[src/rtl/accel_job_launcher_pkg.sv]
// accel_job_launcher_pkg: shared state encoding, register map and status constants
package accel_job_launcher_pkg;
  localparam logic [2:0] S_IDLE = 3'd0, S_LOAD = 3'd1, S_WR_OP = 3'd2, S_WR_GO = 3'd3,
                         S_POLL_GAP = 3'd4, S_POLL_RD = 3'd5, S_DONE = 3'd6;
  localparam logic [31:0] OFF_OP = 32'h0, OFF_STATUS = 32'h4, OFF_DATA = 32'h8;
  localparam logic [31:0] STATUS_GO = 32'hFFFF_FFFF, TIMEOUT_TAG = 32'hDEAD_0000;
  function automatic logic [31:0] data_addr(input logic [31:0] base, input logic [7:0] idx);
    return base + OFF_DATA + {22'd0, idx, 2'b00};
  endfunction
endpackage

[src/rtl/accel_job_launcher_if.sv]
// accel_job_launcher_if: Wishbone classic master bus
interface accel_job_launcher_if;
  logic wbm_cyc_o, wbm_stb_o, wbm_we_o, wbm_ack_i;
  logic [3:0] wbm_sel_o;
  logic [31:0] wbm_adr_o, wbm_dat_o, wbm_dat_i;
  modport master(output wbm_cyc_o, wbm_stb_o, wbm_we_o, wbm_sel_o, wbm_adr_o, wbm_dat_o,
                 input wbm_dat_i, wbm_ack_i);
  modport slave(input wbm_cyc_o, wbm_stb_o, wbm_we_o, wbm_sel_o, wbm_adr_o, wbm_dat_o,
                output wbm_dat_i, wbm_ack_i);
endinterface

[src/rtl/accel_job_launcher_wb_master_xfer.sv]
// wb_master_xfer: single Wishbone transaction with ack timeout
module wb_master_xfer #(
  parameter int TIMEOUT = 1023
) (
  input  logic wb_clk_i,
  input  logic wb_rst_i,
  input  logic req,
  input  logic we,
  input  logic [31:0] adr,
  input  logic [31:0] dat,
  output logic ack,
  output logic timeout,
  output logic [31:0] rdata,
  accel_job_launcher_if.master bus
);
  logic [31:0] cnt;
  always_ff @(posedge wb_clk_i or posedge wb_rst_i)
    if (wb_rst_i) begin
      bus.wbm_cyc_o <= 1'b0;
      bus.wbm_stb_o <= 1'b0;
      bus.wbm_we_o <= 1'b0;
      bus.wbm_sel_o <= 4'h0;
      bus.wbm_adr_o <= 32'h0;
      bus.wbm_dat_o <= 32'h0;
      ack <= 1'b0;
      timeout <= 1'b0;
      rdata <= 32'h0;
      cnt <= 32'h0;
    end else begin
      ack <= 1'b0;
      timeout <= 1'b0;
      if (bus.wbm_cyc_o) begin
        cnt <= cnt + 32'd1;
        if (bus.wbm_ack_i) begin
          bus.wbm_cyc_o <= 1'b0;
          bus.wbm_stb_o <= 1'b0;
          bus.wbm_sel_o <= 4'h0;
          ack <= 1'b1;
          rdata <= bus.wbm_dat_i;
        end else if (cnt == 32'(TIMEOUT - 1)) begin
          bus.wbm_cyc_o <= 1'b0;
          bus.wbm_stb_o <= 1'b0;
          bus.wbm_sel_o <= 4'h0;
          timeout <= 1'b1;
        end
      end else if (req && !ack && !timeout) begin
        bus.wbm_cyc_o <= 1'b1;
        bus.wbm_stb_o <= 1'b1;
        bus.wbm_we_o <= we;
        bus.wbm_sel_o <= 4'hF;
        bus.wbm_adr_o <= adr;
        bus.wbm_dat_o <= we ? dat : 32'h0;
        cnt <= 32'h0;
      end
    end
endmodule

[src/rtl/accel_job_launcher.sv]
// accel_job_launcher: loads data words, launches an accelerator job and polls its status
module accel_job_launcher
  import accel_job_launcher_pkg::*;
#(
  parameter logic [31:0] ADDR_OFFSET = 32'h3000_0000,
  parameter int POLL_GAP = 4,
  parameter int TIMEOUT = 1023
) (
  input  logic wb_clk_i,
  input  logic wb_rst_i,
  input  logic start,
  input  logic [31:0] op,
  input  logic [7:0] n_words,
  input  logic din_valid,
  input  logic [31:0] din,
  output logic din_ready,
  output logic busy,
  output logic done,
  output logic err,
  output logic [31:0] result_status,
  accel_job_launcher_if.master wbm
);
  logic [2:0] state;
  logic [31:0] op_q, gap, xadr, xdat, rdata;
  logic [7:0] n_q, idx;
  logic err_q, req, xwe, xack, xto;
  always_comb begin
    req = state == S_LOAD ? din_valid : (state == S_WR_OP || state == S_WR_GO || state == S_POLL_RD);
    xwe = state != S_POLL_RD;
    xadr = state == S_LOAD ? data_addr(ADDR_OFFSET, idx) : ADDR_OFFSET + (state == S_WR_OP ? OFF_OP : OFF_STATUS);
    xdat = state == S_LOAD ? din : state == S_WR_OP ? op_q : STATUS_GO;
  end
  assign din_ready = state == S_LOAD && wbm.wbm_cyc_o && wbm.wbm_ack_i;
  assign busy = state != S_IDLE;
  assign done = state == S_DONE;
  assign err = done && err_q;
  wb_master_xfer #(.TIMEOUT(TIMEOUT)) u_xfer (
    .wb_clk_i(wb_clk_i), .wb_rst_i(wb_rst_i), .req(req), .we(xwe), .adr(xadr), .dat(xdat),
    .ack(xack), .timeout(xto), .rdata(rdata), .bus(wbm)
  );
  always_ff @(posedge wb_clk_i or posedge wb_rst_i)
    if (wb_rst_i) begin
      state <= S_IDLE;
      op_q <= 32'h0;
      n_q <= 8'h0;
      idx <= 8'h0;
      gap <= 32'h0;
      err_q <= 1'b0;
      result_status <= 32'h0;
    end else if (xto) begin
      result_status <= TIMEOUT_TAG | {29'd0, state};
      err_q <= 1'b1;
      state <= S_DONE;
    end else
      case (state)
        S_IDLE: if (start) begin
          op_q <= op;
          n_q <= n_words;
          idx <= 8'h0;
          err_q <= 1'b0;
          state <= n_words == 8'd0 ? S_WR_OP : S_LOAD;
        end
        S_LOAD: if (xack) begin
          idx <= idx + 8'd1;
          if (idx == n_q - 8'd1) state <= S_WR_OP;
        end
        S_WR_OP: if (xack) state <= S_WR_GO;
        S_WR_GO: if (xack) begin
          gap <= 32'h0;
          state <= S_POLL_GAP;
        end
        S_POLL_GAP: if (gap == 32'(POLL_GAP - 1)) state <= S_POLL_RD; else gap <= gap + 32'd1;
        S_POLL_RD: if (xack) begin
          if (rdata == STATUS_GO) begin
            gap <= 32'h0;
            state <= S_POLL_GAP;
          end else begin
            result_status <= rdata;
            state <= S_DONE;
          end
        end
        default: state <= S_IDLE;
      endcase
endmodule

[src/flat_wrapper.sv]
// flat-port wrapper written by rule: the top's interface ports become plain ports
module accel_job_launcher_flat import accel_job_launcher_pkg::*;
#(
  parameter logic [31:0] ADDR_OFFSET = 32'h3000_0000,
  parameter int POLL_GAP = 4,
  parameter int TIMEOUT = 1023
)
  (wb_clk_i, wb_rst_i, start, op, n_words, din_valid, din, din_ready, busy, done, err, result_status, wbm_wbm_cyc_o, wbm_wbm_stb_o, wbm_wbm_we_o, wbm_wbm_sel_o, wbm_wbm_adr_o, wbm_wbm_dat_o, wbm_wbm_dat_i, wbm_wbm_ack_i);
  accel_job_launcher_if wbm_i ();
  input  logic wb_clk_i;
  input  logic wb_rst_i;
  input  logic start;
  input  logic [31:0] op;
  input  logic [7:0] n_words;
  input  logic din_valid;
  input  logic [31:0] din;
  output logic din_ready;
  output logic busy;
  output logic done;
  output logic err;
  output logic [31:0] result_status;
  output wire logic [$bits(wbm_i.wbm_cyc_o)-1:0] wbm_wbm_cyc_o;
  output wire logic [$bits(wbm_i.wbm_stb_o)-1:0] wbm_wbm_stb_o;
  output wire logic [$bits(wbm_i.wbm_we_o)-1:0] wbm_wbm_we_o;
  output wire logic [$bits(wbm_i.wbm_sel_o)-1:0] wbm_wbm_sel_o;
  output wire logic [$bits(wbm_i.wbm_adr_o)-1:0] wbm_wbm_adr_o;
  output wire logic [$bits(wbm_i.wbm_dat_o)-1:0] wbm_wbm_dat_o;
  input wire logic [$bits(wbm_i.wbm_dat_i)-1:0] wbm_wbm_dat_i;
  input wire logic [$bits(wbm_i.wbm_ack_i)-1:0] wbm_wbm_ack_i;
  assign wbm_wbm_cyc_o = wbm_i.wbm_cyc_o;
  assign wbm_wbm_stb_o = wbm_i.wbm_stb_o;
  assign wbm_wbm_we_o = wbm_i.wbm_we_o;
  assign wbm_wbm_sel_o = wbm_i.wbm_sel_o;
  assign wbm_wbm_adr_o = wbm_i.wbm_adr_o;
  assign wbm_wbm_dat_o = wbm_i.wbm_dat_o;
  assign wbm_i.wbm_dat_i = wbm_wbm_dat_i;
  assign wbm_i.wbm_ack_i = wbm_wbm_ack_i;
  accel_job_launcher #(.ADDR_OFFSET(ADDR_OFFSET), .POLL_GAP(POLL_GAP), .TIMEOUT(TIMEOUT)) u_core (.wb_clk_i(wb_clk_i), .wb_rst_i(wb_rst_i), .start(start), .op(op), .n_words(n_words), .din_valid(din_valid), .din(din), .din_ready(din_ready), .busy(busy), .done(done), .err(err), .result_status(result_status), .wbm(wbm_i));
endmodule
[config.mk]
export PLATFORM = sky130hd
export DESIGN_NAME = accel_job_launcher_flat
export DESIGN_NICKNAME = d
export VERILOG_FILES = /design/src/rtl/accel_job_launcher_pkg.sv /design/src/rtl/accel_job_launcher_if.sv /design/src/rtl/accel_job_launcher_wb_master_xfer.sv /design/src/rtl/accel_job_launcher.sv /design/src/flat_wrapper.sv
export SDC_FILE = /design/constraint.sdc
export NUM_CORES = 1
export LEC_CHECK = 0
export CAP_MARGIN = 20
export CORE_AREA = 2 2 148 150
export CTS_BUF_LIST = sky130_fd_sc_hd__clkbuf_8 sky130_fd_sc_hd__clkbuf_16
export DETAILED_ROUTE_END_ITERATION = 8
export DIE_AREA = 0 0 150 152
export PLACE_DENSITY_LB_ADDON = 0.12
export SYNTH_ARGS = -nofsm -noshare
export SYNTH_HDL_FRONTEND = slang
export SYNTH_SLANG_ARGS = --single-unit
[constraint.sdc]
create_clock -name wb_clk_i -period 8.8 [get_ports wb_clk_i]
set_input_delay 0.88 -clock wb_clk_i [delete_from_list [all_inputs] [get_ports wb_clk_i]]
set_output_delay 0.88 -clock wb_clk_i [all_outputs]
set_load 0.02 [all_outputs]
# After elaboration in Yosys (flattened, before gate mapping)

Index checks and enable logic that the tools add are counted.
Widths: inputs -> output; s select.

Mux-type cells: 51
Reductions and logical operators: 28
Eq/ne operators: 26
Add/sub/neg operators: 6
Bitwise gates (word level): 2

Operators by type and width:

| kind                   | count |
|---|---|
| $mux 32                | 14 |
| $pmux 32 s3            | 1 |
| $add 32x1->32 const B  | 2 |
| $add 30x32->32 const A | 1 |
| $eq 32x10->1 const B   | 1 |
| $eq 32x2->1 const B    | 1 |
| $eq 32x32->1 const B   | 1 |
| $add 30x10->31 const A | 1 |
| $mux 3                 | 9 |
| $ne 3x3->1 const B     | 7 |
| $pmux 3 s6             | 1 |
| $mux 1                 | 17 |
| $mux 4                 | 4 |
| $mux 8                 | 2 |
| $pmux 8 s2             | 1 |
| $ne 2x2->1 const B     | 7 |
| $reduce_bool 2->1      | 6 |
| $eq 3x3->1 const B     | 3 |
| $add 8x1->8 const B    | 1 |
| $eq 8x8->1             | 1 |
| $logic_not 8->1        | 1 |
| $reduce_and 2->1       | 4 |
| $sub 8x1->8 const B    | 1 |
| $reduce_and 7->1       | 1 |
| 13 further kinds       | 25 |

Register bits: 253
Logic and storage cells: 130
Bits of input ports: 109
Output and inout port bits: 107

# Logic depth before layout (Yosys ltp)

Gate-level depths: netlist of the first run.

Depth after elaboration: 8
Depth in mapped cells: 9
Gate-level depth less buffers: 8

# Hierarchy

Synthesis of the first run repeated with hierarchy kept, for this count alone.

Cells, all modules: 1,114
Area, all modules: 11,695.0 sq um

By module, submodules not included:

| module             | instances | cells an instance | seq. area each (sq um) | area an instance (sq um) |
|---|---|---|---|---|
| accel_job_launcher | 1         | 575               | 2,902.8                | 6,113.4 |
| wb_master_xfer     | 1         | 539               | 3,328.2                | 5,581.6 |

# Worst setup path after synthesis of the first run

OpenSTA, ideal clock, no wires.

Path type: input port to output port
Start: input wbm_wbm_ack_i
End: output din_ready
Arrival time: 1.594 ns
Stages: 3
Buffers on the path: 1
Required time: 7.920 ns
Slack: 6.326 ns
Cells stage by stage: nand2_1 > clkbuf_1 > nor2_1

Word-level cells in the longest chain between the ends: 1

Ends and longest elaborated chain:

| what              | RTL line                 | RTL |
|---|---|---|
| from (decl)       | flat_wrapper.sv:29       | `input wire logic [$bits(wbm_i.wbm_ack_i)-1:0] wbm_wbm_ack_i;` |
| $logic_and 1x1->1 | accel_job_launcher.sv:33 | `assign din_ready = state == S_LOAD && wbm.wbm_cyc_o && wbm.wbm_ack_i;` |
| to (decl)         | flat_wrapper.sv:17       | `output logic din_ready;` |

Every way passes these cells.

# Worst setup path after layout of the first run

Start: register u_core.state[2]
End: output din_ready

Word-level cells in the longest chain between the ends: 3

Ends and longest elaborated chain:

| what                            | RTL line                 | RTL |
|---|---|---|
| from (decl)                     | accel_job_launcher.sv:23 | `logic [2:0] state;` |
| from (signal assigned)          | accel_job_launcher.sv:61 | `state <= n_words == 8'd0 ? S_WR_OP : S_LOAD;` |
| $eq 3x1->1                      | accel_job_launcher.sv:33 |  |
| $logic_and 1x1->1 (2 in series) | accel_job_launcher.sv:33 |  |

Every way passes these cells.

==> results of run 1 <==
[power breakdown]
part | internal [mW] | switching [mW]
sequential | 1.36 | 0.257
clock | 0.611 | 0.413
combinational | 0.698 | 0.800
total | 2.67 | 1.47
[kinds of logic (layout without fill, tap and decap cells)]
group           after synthesis  in the layout  synth area share
compound gates              180            180             0.109
other cells                   1             21          0.000345
simple gates                376            376             0.179
xor+xnor                     31             31            0.0250
flops                       227            227             0.522
mux                         109            109             0.109
buf+inv                     102            262            0.0483
fa+ha+maj                     6              6           0.00690
[sequential cells by signal (all words and copies together) (netlist names)]
name,cells
u_core.u_xfer.bus.wbm_cyc_o,1
u_core.state,3
u_core.u_xfer.cnt,32
u_core.u_xfer.rdata,32
u_core.op_q,32
u_core.u_xfer.ack,1
u_core.err_q,1
u_core.n_q,8
u_core.u_xfer.bus.wbm_sel_o,1
u_core.u_xfer.bus.wbm_we_o,1
u_core.u_xfer.timeout,1
u_core.u_xfer.bus.wbm_dat_o,32
u_core.u_xfer.bus.wbm_adr_o,10
u_core.gap,32
u_core.idx,8
u_core.result_status,32
[path summary, 6_finish.rpt]
kind,startpoint,end,slack [ns]
worst min register to register,u_core.u_xfer.bus.wbm_dat_o[15]$_DFFE_PP0P_,u_core.u_xfer.bus.wbm_dat_o[15]$_DFFE_PP0P_,0.47
worst min-delay path,u_core.u_xfer.bus.wbm_dat_o[15]$_DFFE_PP0P_,u_core.u_xfer.bus.wbm_dat_o[15]$_DFFE_PP0P_,0.47
max in group asynchronous,wb_rst_i,u_core.u_xfer.cnt[10]$_DFFE_PP0P_,6.55
worst max register to register,u_core.state[2]$_DFFE_PP0P_,u_core.gap[17]$_DFFE_PP0P_,5.68
min in group asynchronous,wb_rst_i,u_core.op_q[3]$_DFFE_PP0P_,0.90
worst max-delay path,u_core.state[2]$_DFFE_PP0P_,din_ready,4.90
[through the flow]
step           cells  cell area [um2]  utilization  total power, mW
6_report        1492            13700        0.642             4.14
5_1_grt         1492            13700        0.642             4.41
4_1_cts         1491            13700        0.641             4.18
3_5_place_dp    1447            12900        0.602             3.13
3_3_place_gp    1447            12900        0.602             3.10
2_1_floorplan   1052            11000            -             2.60
[synthesized netlist by cell type, drive strengths merged (18+ instances only)]
cell    count
dfrtp     227
nand2     100
nor2       86
mux2       73
a21oi      55
o31ai      53
buf        50
nand3      43
clkbuf     38
mux2i      36
nand4      29
o21ai      28
nor4       20
xor2       18
[metal layers]
metal / vias to the layer above / share of wire / wire, um / track usage
met1: 4101 / 0.43 / 11200 / 0.308
li1: 3991 / - / - / -
met2: 185 / 0.48 / 12300 / 0.359
met4: 0 / 0.025 / 652 / 0.0597
met3: 37 / 0.064 / 1640 / 0.0607
met5: - / 0 / 0 / 0
[critical path, cell delays in order, from the launching register on]
cell and delay, ns:
dfrtp_1 0.61, inv_2 0.62, nand2_1 0.46, nor2_1 0.19, clkdlybuf4s50_1 0.62
[cell type report]
type                       instances  share of cell area
tap                              280              0.0256
inverter                          14             0.00438
sequential                       227               0.414
clock buffer                      33              0.0537
multi-input combinational        723               0.347
timing repair buffer             204               0.149
clock inverter                    11             0.00575
==> impl_metrics.json, run 1 <==
{
  "regArea_um2": 5680,
  "reg2regPathDepth": 6,
  "cts_tree": "built",
  "end_kind": "output port",
  "worstPathArrival_ns": 3.02,
  "postCtsHoldBufs": 0,
  "die_w_um": 150,
  "core_um2": 21400,
  "clock_sinks": 227,
  "htree_levels": 1,
  "cts.clk_slew.worst_paths_ns": 0.06,
  "drt_pass1_iterations": 4,
  "ys_types": 60,
  "syn_inst": 1032,
  "ys_warn_count": 0,
  "worstPathRequired_ns": 7.92,
  "mostFrequentLayoutCell": "dfrtp_1",
  "num_vias": 8314,
  "num_rows": 54,
  "fin_crit_sh": 0.444,
  "clock-root-buffer": "clkbuf_16",
  "hold_depth": 2,
  "grt_antenna_before_repair": 0,
  "grt_pass1_wl_um": 42400,
  "initial_core_util": 0.510,
  "cts_made_buffers": 25,
  "drt_iter0_drc": 525,
  "wirelength_um": 25800,
  "relSlewSlack": 0.409,
  "synth_edf_count": 0,
  "layout_common_cells": "dfrtp_1, clkdlybuf4s50_1, nand2_1",
  "criticalPathCategory": "reg -> out",
  "hold_viol": 0,
  "wl_per_cell_um": 17.3,
  "netlist_area_um2": 10900,
  "die-area_um2": 22800,
  "nNetsFinal": 1310,
  "p_leak_nw": 5.92,
  "status": "complete, no violations",
  "finalSetupViolCount": 0,
  "area_growth_pct": 26.0,
  "synth_seq_cells": 227,
  "grt_use_total": 0.226,
  "diodes": 0,
  "post-cts-setup-buffers": 0,
  "async_flop_share": 1.00,
  "synthTopCellsByArea": "dfrtp_1, mux2_2, o31ai_1, nand2_1, mux2i_1",
  "grt_max_degree": 105,
  "synth_seq_area_share": 0.522,
  "critPathLaunchType": "flip-flop",
  "multi_input_area_um2": 4760,
  "pre_cts_slack_ns": 5.40,
  "hp-class": "reg -> reg",
  "drc_errors": 0,
  "viasPerCell": 5.57,
  "syn_area_per_cell_um2": 10.5,
  "ctsResizeCount": 0,
  "worstMarginPinSlew_ns": 0.886,
  "slew_violations": 0,
  "grt-ovfl-total": 0,
  "cts_max_path_buffers": 3,
  "power.density_nw_per_um2": 302,
  "critPathMaxFanout": 37,
  "synth_top_cell_area_share": 0.522,
  "die_h_um": 152,
  "synth_ff_type": "dfrtp_1",
  "vdd_drop_max_mv": 0.207,
  "final.min_clock_period_ns": 3.90,
  "fin_worst_skew_ns": 0.0123,
  "port_buffers": 194,
  "maxCapViolCount": 0,
  "first_global_vias": 8145,
  "drive_above_1_share": 0.118,
  "synth_top_area_cell": "dfrtp_1",
  "io_pins": 216,
  "max_freq_mhz": 256,
  "routabilityCongestion": 0.803,
  "hpwl_um": 17000,
  "nFillCells": 1802,
  "hold_ws_ns": 0.475,
  "setup_ws_ns": 4.90,
  "clock_latency_ns": 0.52,
  "ant_nets": 0,
  "fin_tns_setup_ns": 0,
  "rsz0062_at_grt": "no"
}
Note: power is estimated with default switching activity, not from simulation.
==> inputs of run 2 (changes only) <==
==> constraint.sdc (replaced) <==
create_clock -name wb_clk_i -period 3.71 [get_ports wb_clk_i]
set_input_delay 0.371 -clock wb_clk_i [delete_from_list [all_inputs] [get_ports wb_clk_i]]
set_output_delay 0.371 -clock wb_clk_i [all_outputs]
set_load 0.02 [all_outputs]
==> run 2 against run 1 <==
Critical path type unchanged. Non-clock buffer count grew 7. Final cell count grew 0.60%. Via count grew 0.76%. Largest cell class unchanged. Routed wire length grew 0.11%. First-iteration DRC count shrank 31%. Highest routed layer unchanged. Global-route usage grew 0.31 points. Sequential power grew 140%. Worst setup slack lost 4.1 ns. Sequential share of layout area shrank 0.45 points.
==> impl_metrics.json, run 2 (synthesized netlist as in run 1, its figures left out) <==
{
  "ctsResizeCount": 0,
  "hp-class": "in -> async",
  "mostFrequentLayoutCell": "dfrtp_1",
  "path_cells": "nor2b_2, nand2_1, nor2_1, clkdlybuf4s50_1",
  "cp_slowest_cell": "clkdlybuf4s50_1",
  "power.density_nw_per_um2": 723,
  "worstMarginPinSlew_ns": 0.931,
  "sw_frac_of_total": 0.353,
  "final_area_um2": 13900,
  "ant_nets": 0,
  "initial_core_util": 0.510,
  "grt_pass1_wl_um": 43100,
  "wl_per_cell_um": 17.2,
  "critPathLaunchType": "flip-flop",
  "worstPathArrival_ns": 2.54,
  "area_growth_pct": 27.3,
  "cts_made_buffers": 26,
  "fin_crit_sh": 0.786,
  "cp_slowest_stage_delay_ns": 0.68,
  "clock_sinks": 227,
  "viasPerCell": 5.58,
  "fin_tns_setup_ns": 0,
  "p_seq_frac": 0.381,
  "worstPathRequired_ns": 3.34,
  "cts_max_path_buffers": 3,
  "fin_worst_skew_ns": 0.0197,
  "clock-root-buffer": "clkbuf_16",
  "p_leak_nw": 5.99,
  "io_pins": 216,
  "grt_use_total": 0.229,
  "num_rows": 54,
  "r2r_slack_ns": 0.84,
  "pre_cts_slack_ns": 0.872,
  "diodes": 0,
  "criticalPathCategory": "reg -> out",
  "final.min_clock_period_ns": 2.91,
  "cp_num_buf_inv": 1,
  "relSlewSlack": 0.378,
  "clock_power_share": 0.259,
  "status": "complete, no violations",
  "cts.clk_slew.worst_paths_ns": 0.06,
  "drive_above_1_share": 0.123,
  "core_um2": 21400,
  "drt_iter0_drc": 363,
  "vdd_drop_max_mv": 0.503,
  "rsz0062_at_grt": "no",
  "die_w_um": 150,
  "max_freq_mhz": 343,
  "clock_latency_ns": 0.53,
  "layout_common_cells": "dfrtp_1, clkdlybuf4s50_1, nand2_1",
  "p_switching_mw": 3.53,
  "grt_max_degree": 73,
  "slew_violations": 0,
  "grt_antenna_before_repair": 0,
  "maxCapViolCount": 0,
  "num_vias": 8377,
  "die_h_um": 152,
  "drt_pass1_iterations": 5,
  "wirelength_um": 25800,
  "postCtsHoldBufs": 0,
  "routabilityCongestion": 0.815,
  "setup_ws_ns": 0.796,
  "htree_levels": 1,
  "hold_viol": 0,
  "placed_cell_area_um2": 13000,
  "critPathTopFamily": "simple AND/OR/NAND/NOR gates",
  "internal-power_mw": 6.48,
  "nNetsFinal": 1318,
  "die-area_um2": 22800,
  "grt-ovfl-total": 0,
  "finalSetupViolCount": 0,
  "first_global_vias": 8400,
  "critPathMaxFanout": 14,
  "cts_tree": "built",
  "combPwrFrac": 0.360,
  "hpwl_um": 17600,
  "port_buffers": 194,
  "drc_errors": 0,
  "post-cts-setup-buffers": 0,
  "end_kind": "output port"
}
run 2: path summary, 6_finish.rpt:
kind | start | to | depth (start not counted)
max in group asynchronous | wb_rst_i | u_core.op_q[8]$_DFFE_PP0P_ | 3
min in group wb_clk_i | wbm_wbm_dat_i[3] | u_core.u_xfer.rdata[3]$_DFFE_PP0P_ | 2
hold reg to reg | u_core.u_xfer.bus.wbm_adr_o[4]$_DFFE_PP0P_ | u_core.u_xfer.bus.wbm_adr_o[4]$_DFFE_PP0P_ | 2
hold / removal | wb_rst_i | u_core.result_status[25]$_DFFE_PP0P_ | 2
setup / recovery | u_core.state[0]$_DFFE_PP0P_ | din_ready | 4
setup reg to reg | u_core.state[1]$_DFFE_PP0P_ | u_core.gap[25]$_DFFE_PP0P_ | 6
run 2: cell type report:
type / instances / area [um2]
clock inverters: 17 / 169
repair buffers: 211 / 2130
well taps: 280 / 350
inverters: 14 / 56.3
multi-input cells: 723 / 4760
flip-flops and latches: 227 / 5680
fillers: 1726 / 7500
clock buffers: 29 / 703
run 2: per-stage QoR:
stage / instances / utilization / total power, mW / hold slack, ns
floorplan: 1052 / - / 6.17 / 0.441
global placement: 1455 / 0.608 / 7.40 / 0.458
detailed placement: 1455 / 0.608 / 7.48 / 0.461
CTS: 1501 / 0.649 / 10.1 / 0.392
global route: 1501 / 0.649 / 10.6 / 0.433
finish: 1501 / 0.649 / 10.0 / 0.372
run 2: routing by layer:
| layer | vias to the layer above | track usage | share of wire |
|---|---|---|---|
| li1 | 4015 | - | - |
| met1 | 4157 | 0.306 | 0.43 |
| met2 | 177 | 0.376 | 0.48 |
| met3 | 28 | 0.0643 | 0.070 |
| met4 | 0 | 0.0458 | 0.014 |
| met5 | - | 0 | 0 |
run 2: power groups by stage:
| stage | Sequential (mW) | Combinational (mW) | Clock [mW] |
|---|---|---|---|
| 4_1_cts | 3.81 | 3.64 | 2.65 |
| 6_report | 3.81 | 3.60 | 2.60 |
| 2_1_floorplan | 4.02 | 2.15 | 0 |
| 5_1_grt | 3.92 | 3.94 | 2.77 |
| 3_3_place_gp | 3.82 | 3.58 | 0 |
| 3_5_place_dp | 3.84 | 3.64 | 0 |
==> inputs of run 3 (changes only) <==
--- a/config.mk
+++ b/config.mk
@@ -6,10 +6,10 @@
 export NUM_CORES = 1
 export LEC_CHECK = 0
 export CAP_MARGIN = 20
-export CORE_AREA = 2 2 148 150
+export CORE_AREA = 2 2 156 158
 export CTS_BUF_LIST = sky130_fd_sc_hd__clkbuf_8 sky130_fd_sc_hd__clkbuf_16
 export DETAILED_ROUTE_END_ITERATION = 8
-export DIE_AREA = 0 0 150 152
+export DIE_AREA = 0 0 158 160
 export PLACE_DENSITY_LB_ADDON = 0.12
 export SYNTH_ARGS = -nofsm -noshare
 export SYNTH_HDL_FRONTEND = slang
==> constraint.sdc (replaced) <==
create_clock -name wb_clk_i -period 2.6 [get_ports wb_clk_i]
set_input_delay 0.26 -clock wb_clk_i [delete_from_list [all_inputs] [get_ports wb_clk_i]]
set_output_delay 0.26 -clock wb_clk_i [all_outputs]
set_load 0.02 [all_outputs]
==> run 3 against run 2 <==
Utilization fell by 6.0 points. Global-route usage down 1.7 points. Final cell count is 3.8% higher. Sequential cell count unchanged. Routed wire length increased by 2.5%. Hold slack got worse by 0.27 ns. Worst setup slack worse by 0.65 ns. Register-to-register slack got worse by 0.56 ns. Combinational power up 52%. Die area increased by 11%. Sequential share of layout area decreased by 0.52 points.
==> impl_metrics.json, run 3 (synthesized netlist as in run 1, its figures left out) <==
{
  "hold_ws_ns": 0.104,
  "grt-ovfl-total": 0,
  "diodes": 0,
  "grt_antenna_before_repair": 0,
  "combPwrFrac": 0.385,
  "initial_core_util": 0.457,
  "p_switching_mw": 5.05,
  "final.min_clock_period_ns": 2.46,
  "ant_nets": 0,
  "status": "complete, no violations",
  "num_rows": 57,
  "fin_worst_skew_ns": 0.00967,
  "sw_frac_of_total": 0.355,
  "hp-class": "in -> async",
  "grt_max_degree": 51,
  "finalSetupViolCount": 0,
  "drt_iter0_drc": 415,
  "vdd_drop_max_mv": 0.644,
  "viasPerCell": 5.37,
  "grt_use_total": 0.212,
  "hold_viol": 0,
  "end_kind": "output port",
  "cts_tree": "built",
  "worstMarginPinSlew_ns": 0.690,
  "nFillCells": 2097,
  "routabilityCongestion": 0.799,
  "placedCellCount": 1517,
  "area_growth_pct": 29.0,
  "cts.clk_slew.worst_paths_ns": 0.06,
  "critPathMaxFanout": 9,
  "htree_levels": 1,
  "cts_made_buffers": 26,
  "die_h_um": 160,
  "clock_sinks": 227,
  "num_vias": 8368,
  "p_seq_frac": 0.378,
  "port_buffers": 194,
  "wirelength_um": 26500,
  "die_w_um": 158,
  "layout_common_cells": "dfrtp_1, clkdlybuf4s50_1, nand2_1",
  "cts_max_path_buffers": 3,
  "drc_errors": 0,
  "clock_latency_ns": 0.53,
  "drt_pass1_iterations": 5,
  "core_um2": 23800,
  "internal-power_mw": 9.17,
  "wl_per_cell_um": 17.0,
  "first_global_vias": 8266,
  "r2r_slack_ns": 0.28,
  "power.density_nw_per_um2": 1010,
  "rsz0062_at_grt": "no",
  "grt_pass1_wl_um": 43700,
  "maxCapViolCount": 0,
  "io_pins": 216,
  "critPathLaunchType": "flip-flop",
  "post-cts-setup-buffers": 0,
  "criticalPathCategory": "reg -> out",
  "relSlewSlack": 0.540,
  "clock_power_share": 0.237,
  "worstPathRequired_ns": 2.34,
  "layout.cells.non_filler": 1558,
  "die-area_um2": 25300,
  "fin_crit_sh": 0.945,
  "mostFrequentLayoutCell": "dfrtp_1",
  "drive_above_1_share": 0.134,
  "worstPathArrival_ns": 2.20,
  "slew_violations": 0,
  "p_leak_nw": 6.06,
  "nNetsFinal": 1336,
  "hpwl_um": 18500,
  "clock-root-buffer": "clkbuf_16",
  "max_freq_mhz": 407
}
==> run 3: cell types whose count changed in the layout (fill, tap and decap cells not counted), moves of 2 or more <==
cell	change
clkbuf_8	+4
clkinv_2	-2
inv_6	-2
buf_4	+12
bufinv_16	-3
buf_12	+6
==> run 3: layout make-up <==
cell class,instances,area (um2),area share
clock inverter,9,51.3,0.00366
multi-input combinational,723,4760,0.339
tap,324,405,0.0289
timing repair buffer,229,2340,0.167
inverter,14,56.3,0.00401
clock buffer,32,733,0.0522
sequential,227,5680,0.405
==> run 3: metrics by stage <==
| stage | utilization | total power, mW | area (um2) | setup TNS [ns] | worst slack, ns |
|---|---|---|---|---|---|
| final | 0.589 | 14.2 | 14000 | 0 | 0.144 |
| after global routing | 0.589 | 15.1 | 14000 | 0 | 0.00551 |
| after CTS | 0.589 | 14.4 | 14000 | 0 | 0.0128 |
| after detailed placement | 0.556 | 11.0 | 13200 | 0 | 0.270 |
| after global placement | 0.556 | 10.8 | 13200 | 0 | 0.323 |
| after floorplan | - | 8.80 | 11000 | -142.10 | -0.626 |
==> run 3: metal layers <==
metal | vias up | routed length (um) | share of wire | GRT usage
li1 | 4034 | - | - | -
met1 | 4127 | 11900 | 0.45 | 0.290
met2 | 182 | 12400 | 0.47 | 0.344
met3 | 25 | 1730 | 0.065 | 0.0562
met4 | 0 | 365 | 0.014 | 0.0397
met5 | - | 0 | 0 | 0
==> run 3: power by group through the flow <==
stage	clock network (mW)	logic, mW	registers, mW
after floorplan	0	3.07	5.73
after global placement	0	5.44	5.39
after detailed placement	0	5.54	5.43
after CTS	3.46	5.55	5.38
after global routing	3.60	5.99	5.53
final	3.37	5.47	5.38
==> run 3: worst paths after layout <==
path	startpoint	to	cells past startpoint
setup / recovery	u_core.state[1]$_DFFE_PP0P_	err	4
hold / removal	wb_rst_i	u_core.gap[11]$_DFFE_PP0P_	2
setup reg to reg	u_core.u_xfer.rdata[15]$_DFFE_PP0P_	u_core.gap[17]$_DFFE_PP0P_	6
hold reg to reg	u_core.u_xfer.bus.wbm_adr_o[4]$_DFFE_PP0P_	u_core.u_xfer.bus.wbm_adr_o[4]$_DFFE_PP0P_	2
max in group asynchronous	wb_rst_i	u_core.u_xfer.bus.wbm_dat_o[3]$_DFFE_PP0P_	4
min in group wb_clk_i	n_words[1]	u_core.n_q[1]$_DFFE_PP0P_	3
==> run 3: repair_timing <==
item                                    4_1_cts  5_1_grt
hold buffers                                  0        0
endpoints found under the setup margin        2        2
gates resized for setup                       1        1
pin swaps                                     0        0
==> run 3: critical path, cell delays in order (launching register included) <==
cell and delay (ns):
dfrtp_2 0.46, buf_4 0.19, nor2b_2 0.21, and3_1 0.17
clkdlybuf4s50_1 0.64
